[config.mk]
export PLATFORM = sky130hd
export DESIGN_NAME = dice_roller
export DESIGN_NICKNAME = d
export VERILOG_FILES = /design/src/rtl/dice_pkg.sv /design/src/rtl/btn_edge_sync.sv /design/src/rtl/dice_roller.sv
export SDC_FILE = /design/constraint.sdc
export NUM_CORES = 1
export LEC_CHECK = 0
export ABC_AREA = 0
export BUFFER_PORTS_ARGS = -buffer_cell sky130_fd_sc_hd__buf_2
export CAP_MARGIN = 40
export CORE_ASPECT_RATIO = 1.75
export CORE_MARGIN = 2
export CORE_UTILIZATION = 40
export CTS_CLUSTER_SIZE = 30
export DETAILED_ROUTE_END_ITERATION = 12
export SYNTH_ARGS = -nofsm -noshare
export SYNTH_HDL_FRONTEND = slang
export SYNTH_HIERARCHICAL = 1
export SYNTH_SLANG_ARGS = --single-unit
[constraint.sdc]
create_clock -name clk -period 2 [get_ports clk]
set_input_delay 0.1 -clock clk [delete_from_list [all_inputs] [get_ports clk]]
set_output_delay 0.1 -clock clk [all_outputs]
set_load 0.01 [all_outputs]
[src/rtl/dice_pkg.sv]
// rtl/dice_pkg.sv - shared types, pip patterns and face mapping for the dice roller
package dice_pkg;

  typedef enum logic [1:0] {
    IDLE    = 2'd0,
    ROLLING = 2'd1,
    RESULT  = 2'd2
  } dice_state_t;

  // Bit order: 0=TL 1=TR 2=ML 3=C 4=MR 5=BL 6=BR
  localparam logic [6:0] PIPS_BLANK = 7'b0000000;
  localparam logic [6:0] PIPS_ONE   = 7'b0001000;
  localparam logic [6:0] PIPS_TWO   = 7'b1000001;
  localparam logic [6:0] PIPS_THREE = 7'b1001001;
  localparam logic [6:0] PIPS_FOUR  = 7'b1100011;
  localparam logic [6:0] PIPS_FIVE  = 7'b1101011;
  localparam logic [6:0] PIPS_SIX   = 7'b1110111;

  // Out-of-range generator values fold back onto 1 and 2 so a face is never 7.
  function automatic logic [2:0] map_face(input logic [2:0] v);
    logic [2:0] f;
    case (v)
      3'd6:    f = 3'd1;
      3'd7:    f = 3'd2;
      default: f = v + 3'd1;
    endcase
    return f;
  endfunction

endpackage

[src/rtl/btn_edge_sync.sv]
// rtl/btn_edge_sync.sv - two-flop synchronizer plus rising-edge pulse for the roll button
module btn_edge_sync (
  input  logic clk,
  input  logic rst_n,
  input  logic din,
  output logic pulse
);

  logic r_sync1;
  logic r_sync2;
  logic r_prev;

  always_ff @(posedge clk) begin
    if (!rst_n) begin
      r_sync1 <= 1'b0;
      r_sync2 <= 1'b0;
      r_prev  <= 1'b0;
    end else begin
      r_sync1 <= din;
      r_sync2 <= r_sync1;
      r_prev  <= r_sync2;
    end
  end

  assign pulse = r_sync2 & ~r_prev;

endmodule

[src/rtl/dice_roller.sv]
// rtl/dice_roller.sv - roll controller: timed animation, final face latch and pip decode
module dice_roller
  import dice_pkg::*;
#(
  parameter int ROLL_CYCLES = 50_000_000,
  parameter int TICK_CYCLES = 5_000_000
) (
  input  logic       clk,
  input  logic       rst_n,
  input  logic       btn_roll,
  input  logic [2:0] rnd_in,
  output logic [2:0] face,
  output logic [6:0] pips,
  output logic       rolling,
  output logic       done,
  output logic [7:0] roll_count
);

  localparam int CW = (ROLL_CYCLES > 1) ? $clog2(ROLL_CYCLES) : 1;
  localparam int TW = (TICK_CYCLES > 1) ? $clog2(TICK_CYCLES) : 1;
  localparam logic [CW-1:0] CNT_LAST  = CW'(ROLL_CYCLES - 1);
  localparam logic [TW-1:0] TICK_LAST = TW'(TICK_CYCLES - 1);

  dice_state_t r_state;
  dice_state_t w_next_state;

  logic [CW-1:0] r_cnt;
  logic [TW-1:0] r_tick;
  logic [2:0]    r_face;
  logic          r_rolling;
  logic          r_done;
  logic [7:0]    r_roll_count;

  logic w_press;
  logic w_cnt_last;
  logic w_tick_last;
  logic w_start;
  logic w_finish;
  logic w_tick_load;
  logic [6:0] w_pips;

  btn_edge_sync u_btn (
    .clk   (clk),
    .rst_n (rst_n),
    .din   (btn_roll),
    .pulse (w_press)
  );

  assign w_cnt_last  = (r_cnt == CNT_LAST);
  assign w_tick_last = (r_tick == TICK_LAST);

  always_ff @(posedge clk) begin
    if (!rst_n) begin
      r_state <= IDLE;
    end else begin
      r_state <= w_next_state;
    end
  end

  always_comb begin
    w_next_state = r_state;
    case (r_state)
      IDLE:    if (w_press) w_next_state = ROLLING;
      ROLLING: if (w_cnt_last) w_next_state = RESULT;
      RESULT:  if (w_press) w_next_state = ROLLING;
      default: w_next_state = IDLE;
    endcase
  end

  // Presses only matter outside ROLLING, including the edge that ends a roll.
  always_comb begin
    w_start     = 1'b0;
    w_finish    = 1'b0;
    w_tick_load = 1'b0;
    case (r_state)
      IDLE, RESULT: w_start = w_press;
      ROLLING: begin
        w_finish    = w_cnt_last;
        w_tick_load = w_tick_last;
      end
      default: ;
    endcase
  end

  always_ff @(posedge clk) begin
    if (!rst_n) begin
      r_cnt        <= '0;
      r_tick       <= '0;
      r_face       <= 3'd0;
      r_rolling    <= 1'b0;
      r_done       <= 1'b0;
      r_roll_count <= 8'd0;
    end else begin
      r_rolling <= (w_next_state == ROLLING);
      r_done    <= w_finish;
      if (w_start) begin
        r_cnt  <= '0;
        r_tick <= '0;
      end else if (r_state == ROLLING) begin
        r_cnt  <= r_cnt + CW'(1);
        r_tick <= w_tick_last ? '0 : r_tick + TW'(1);
      end
      if (w_finish || w_tick_load) begin
        r_face <= map_face(rnd_in);
      end
      if (w_finish) begin
        r_roll_count <= r_roll_count + 8'd1;
      end
    end
  end

  always_comb begin
    w_pips = PIPS_BLANK;
    case (r_face)
      3'd1:    w_pips = PIPS_ONE;
      3'd2:    w_pips = PIPS_TWO;
      3'd3:    w_pips = PIPS_THREE;
      3'd4:    w_pips = PIPS_FOUR;
      3'd5:    w_pips = PIPS_FIVE;
      3'd6:    w_pips = PIPS_SIX;
      default: w_pips = PIPS_BLANK;
    endcase
  end

  assign face       = r_face;
  assign pips       = w_pips;
  assign rolling    = r_rolling;
  assign done       = r_done;
  assign roll_count = r_roll_count;

endmodule
==> flow_metrics.tcl, run 1 <==
set metrics [dict create \
    status "finished clean" \
    fillers 812 \
    vias 3011 \
    grt_pass1_vias 2998 \
    fp.dieW_um 72.9 \
    maxCapViolations 0 \
    skew_ns 0.00625 \
    clk_root_buffer_cell "clkbuf_16" \
    synth.avg_cell_area_um2 8.59 \
    antenna_cells 0 \
    fmax_ghz 0.530 \
    p_leak_nw 1.37 \
    fp-row-count 44 \
    cts.sinks 67 \
    synth_area_leader_cell "dfxtp_1" \
    relSlewSlack_pct 71.2 \
    yosysWarnings 6 \
    area_growth_syn_to_layout_pct 18.5 \
    finalCoreUtilization_pct 48.0 \
    drt-met1-wl_um 3040 \
    synth-main-ff-cell "dfxtp_1" \
    synthCells 387 \
    finalCriticalPeriod_ns 1.89 \
    setup_violations 0 \
    portBuffers 25 \
    grt_max_degree 27 \
    wirelength_um 7740 \
    power_density_nw_per_um2 758 \
    startpoint_type "flop" \
    synthTopCellsByArea "dfxtp_1 40%, a21oi_1 4.5%, nand4_1 4.3%, nand2_1 3.5%, xor2_1 3.4%" \
    dr_wl_met3_um 188 \
    drt_iter0_drc 105 \
    cts.path.max_buffers 2 \
    critical_path_arrival_ns 2.15 \
    start_util_pct 40.5 \
    multi_input_area_um2 1880 \
    wl_per_cell_um 14.9 \
    synthTopCellsByCount "67 x dfxtp_1, 31 x nand2_1, 30 x a21oi_1" \
    hold_class "in2reg" \
    clk_pin_slew_ns 0.05 \
    dr_wl_met2_um 4370 \
    async_flop_share_pct 0 \
    synth_cell_type_count 46 \
    synth_most_common_cell "dfxtp_1" \
    crit_chain "nand3_1 -> or4_4 -> nor4_2 -> mux2i_1" \
    htreeDepth 3 \
    track_usage_pct 18.6 \
    final_max_slew_viol_count 0 \
    setup_tns_ns 0 \
    grt_pass1_wl_um 13300 \
    critPathKind "reg2reg" \
    min_path_cells 4 \
    viasPerCell 5.79 \
    ys_seq_area_share_pct 40.4 \
    critPathCaptureType "flop" \
    nNetsFinal 435 \
    min_period_over_period_pct 94.4 \
    gp_congestion 0.859 \
    coreArea_um2 8200 \
    cts_buffers 9 \
    regArea_um2 1340 \
    vdd_ir_drop_max_uv 408 \
    r2r_cells 4 \
    syn_nets 399 \
    cts_tree "built" \
    ant_nets 0 \
    synth_seq_cells 67 \
    drt-pass1-iter-count 4 \
    cp_max_fo 14 \
    syn_area_um2 3320 \
    route.detailed.drc 0 \
    power_mw 2.99 \
    drive_above_1_share_pct 16.4 \
    overflow 0 \
    clk_latency_ns 0.33 \
    netlist.area_leader.share_pct 40.4 \
    die_y_um 125 \
    dieArea_um2 9080 \
    antenna_found_initial 0 \
    synth_edf_count 0 \
    ioPinCount 26 \
    hpwl_um 5620 \
    worstMarginPinSlew_ns 0.428 \
    top_layer_used "met4" \
    rsz0062_at_grt "no" \
    critPathRequiredTime_ns 2.26 \
    cp_slowest_cell "or4_4" \
    critical-path-max-stage-delay_ns 0.65 \
    hold_viol_final 0 \
]
[report_power, final]
| part | total [mW] | switching, mW | leakage (nW) | internal (mW) |
|---|---|---|---|---|
| clock network | 1.55 | 0.551 | 0.141 | 0.998 |
| logic | 0.0891 | 0.0551 | 0.684 | 0.0340 |
| registers | 1.35 | 0.00553 | 0.540 | 1.34 |
[layer usage]
metal	vias to the layer above	track usage [%]
met5	-	0
met4	0	8.28
met3	8	4.61
met2	37	33.7
met1	1454	19.3
li1	1512	-
[registers in the layout, summed over array words and instances, names as in the netlist]
signal and count:
r_cnt 26, r_tick 23, roll_count 8, face 3
r_state 2, done 1, rolling 1, u_btn/r_prev 1
u_btn/r_sync1 1, u_btn/r_sync2 1
[critical path, delay by kind of cell, from the launching register on]
kind	cells	cell delay [ns]
and+or+nand+nor	3	1.16
muxes	1	0.21
DFF	1	0.43
[timing repair]
item                                   CTS  global route
endpoints found under the hold margin    1             0
buffers inserted                         0             0
setup endpoints to repair                0             6
resized for setup                        0             6
hold buffers                             1             0
[cell families after synthesis]
family,Yosys count,synth area share (%)
DFF,67,40.4
muxes,8,2.41
and+or+nand+nor,183,32.0
buffers and inverters,29,3.95
xor gates and xnor gates,20,5.27
adders and majority gates,6,2.26
AOI/OAI and AO/OA,74,13.7
[path summary, 6_finish.rpt]
kind | startpoint | end | slack [ns]
worst min-delay path | rnd_in[0] | face[0] | 0.11
worst max register to register | r_cnt[19] | roll_count[7] | 0.11
worst min register to register | u_btn/r_sync1 | u_btn/r_sync2 | 0.42
worst max-delay path | r_cnt[19] | roll_count[7] | 0.11
[per-stage QoR]
step / hold slack (ns) / instances / setup slack [ns] / instance area [um2]
floorplan: 0.222 / 387 / 0.174 / 3320
global placement: 0.313 / 503 / 0.127 / 3610
detailed placement: 0.316 / 503 / 0.0360 / 3610
CTS: 0.109 / 520 / 0.0197 / 3910
global route: 0.145 / 520 / 0.00381 / 3940
finish: 0.113 / 520 / 0.112 / 3940
[cell usage in the layout, fill, tap and decap left out, drive strengths merged, types with 7 or more instances in the layout]
cell    netlist  layout
dfxtp        67      67
or4          16      16
nand2b        7       7
clkbuf       14      14
mux2i         8       8
xnor2         7       7
and4          7       7
xor2         13      13
inv           8       8
nor2         25      25
nand3        18      18
o21ai        16      16
or3          14      14
and3          7       7
a21oi        30      30
nor4         12      12
buf           7      45
nand2        31      31
nand4        23      23
o31ai        15      15
[layout make-up]
type | count | area share [%]
clock buffers | 14 | 6.45
multi-input cells | 291 | 47.7
flip-flops and latches | 67 | 34.1
clock inverters | 2 | 0.889
inverters | 8 | 0.762
well taps | 92 | 2.92
repair buffers | 46 | 7.24
Power figures use the tool's default switching activity.
==> run 2, diff against run 1 <==
--- a/config.mk
+++ b/config.mk
@@ -10,9 +10,10 @@
 export CAP_MARGIN = 40
 export CORE_ASPECT_RATIO = 1.75
 export CORE_MARGIN = 2
-export CORE_UTILIZATION = 40
+export CORE_UTILIZATION = 59
 export CTS_CLUSTER_SIZE = 30
 export DETAILED_ROUTE_END_ITERATION = 12
+export PLACE_DENSITY = 0.79
 export SYNTH_ARGS = -nofsm -noshare
 export SYNTH_HDL_FRONTEND = slang
 export SYNTH_HIERARCHICAL = 1
==> run 2 against run 1 <==
Against the previous run:
- clock skew is 0.00054 ns higher
- highest routed layer unchanged
- critical path type unchanged
- flip-flop and latch count did not move
- worst setup slack better by 0.0081 ns
- critical path depth did not move
- core utilization increased by 22 points
==> flow_metrics.tcl, run 2 (synthesis gave the netlist of run 1 again) <==
set metrics [dict create \
    power_density_nw_per_um2 668 \
    route.detailed.drc 0 \
    fp-row-count 36 \
    hold_class "in2reg" \
    vdd_ir_drop_max_uv 556 \
    critPathCaptureType "flop" \
    overflow 0 \
    hold_viol_final 0 \
    critPathKind "reg2reg" \
    ant_nets 0 \
    area_growth_syn_to_layout_pct 15.2 \
    critPathRequiredTime_ns 2.28 \
    p_int_mw 2.01 \
    drive_above_1_share_pct 17.8 \
    status "finished clean" \
    wirelength_um 7410 \
    antenna_cells 0 \
    setup_tns_ns 0 \
    setup_violations 0 \
    fmax_ghz 0.532 \
    rsz0062_at_grt "no" \
    p_leak_nw 1.32 \
    antenna_found_initial 0 \
    drt-pass1-iter-count 4 \
    coreArea_um2 5500 \
    dieArea_um2 6270 \
    wl_per_cell_um 14.7 \
    swShare_pct 21.4 \
    grt_pass1_wl_um 11900 \
    die_y_um 103 \
    holdWs_ns 0.112 \
    portBuffers 25 \
    drt_iter0_drc 116 \
    grt_max_degree 27 \
    ioPinCount 26 \
    start_util_pct 60.5 \
    final_cell_mix "65 x dfxtp_1, 31 x nand2_1, 30 x a21oi_1, 25 x nor2_1, 25 x buf_2" \
    cts_tree "built" \
    cts.sinks 67 \
    vias 3063 \
    worst_slack_ns 0.120 \
    startpoint_type "flop" \
    gp_congestion 0.837 \
    viasPerCell 6.08 \
    skew_ns 0.00680 \
    p_seq_share_pct 52.7 \
    clk_latency_ns 0.35 \
    htreeDepth 3 \
    grt_pass1_vias 2783 \
    cts.path.max_buffers 2 \
    p_comb_share_pct 3.4 \
    track_usage_pct 24.7 \
    cts_buffers 9 \
    final_max_slew_viol_count 0 \
    largest-register "r_cnt" \
    fp.dieW_um 60.7 \
    layout_commonest_cell "dfxtp_1" \
    clk_pin_slew_ns 0.07 \
    hpwl_um 5360 \
    cp_max_fo 14 \
    nNetsFinal 436 \
    largest_register_ffs 26 \
    p_switching_mw 0.548 \
    critical_path_arrival_ns 2.16 \
    min_period_over_period_pct 94.0 \
    maxCapViolations 0 \
    finalCriticalPeriod_ns 1.88 \
    worstMarginPinSlew_ns 0.433 \
    relSlewSlack_pct 71.1 \
    dp_slack_ns 0.0866 \
    clk_root_buffer_cell "clkbuf_8" \
    p_clk_share_pct 43.9 \
]
run 2: timing repair:
action,4_1_cts,5_1_grt
hold buffers,1,0
buffers inserted,0,0
endpoints found under the setup margin,0,7
hold endpoints to repair,1,0
gates resized for setup,0,9
run 2: worst paths after layout:
check / from / to / depth (start not counted) / slack [ns]
setup / recovery: r_state[0] / roll_count[2] / 4 / 0.12
setup reg to reg: r_state[0] / roll_count[2] / 4 / 0.12
hold reg to reg: u_btn/r_sync1 / u_btn/r_sync2 / 1 / 0.43
hold / removal: rnd_in[0] / face[0] / 4 / 0.11
run 2: cell type report:
| cell class | count | area, um2 |
|---|---|---|
| clock buffers | 13 | 159 |
| fillers | 479 | 1670 |
| flip-flops and latches | 67 | 1340 |
| well taps | 76 | 95.1 |
| repair buffers | 47 | 293 |
| multi-input cells | 291 | 1870 |
| clock inverters | 2 | 35.0 |
| inverters | 8 | 30.0 |
run 2: through the flow:
step	utilization [%]	total power, mW	std cells	instance area, um2
6_report	69.7	2.56	504	3830
5_1_grt	69.7	2.63	504	3830
4_1_cts	69.2	2.58	504	3800
3_5_place_dp	65.5	1.46	488	3600
3_3_place_gp	65.5	1.46	488	3600
2_1_floorplan	-	1.43	387	3320
run 2: worst max-delay path, stage by stage, from the launching register on:
cell and delay (ns):
dfxtp_1 0.44, nand2b_1 0.13, or4_4 0.66, or4_1 0.43
a21oi_1 0.15
run 2: per-layer routing:
metal / vias up / track usage, % / wire length [um]
met3: 17 / 4.85 / 209
met5: - / 0 / 0
met1: 1479 / 25.7 / 2860
met4: 0 / 11.7 / 167
met2: 57 / 45.7 / 4170
li1: 1510 / - / -
run 2: power groups by stage:
stage / clock network, mW / logic, mW / registers, mW
6_report: 1.12 / 0.0869 / 1.35
5_1_grt: 1.19 / 0.0964 / 1.35
4_1_cts: 1.15 / 0.0878 / 1.35
3_5_place_dp: 0 / 0.0858 / 1.38
3_3_place_gp: 0 / 0.0842 / 1.38
2_1_floorplan: 0 / 0.0545 / 1.38
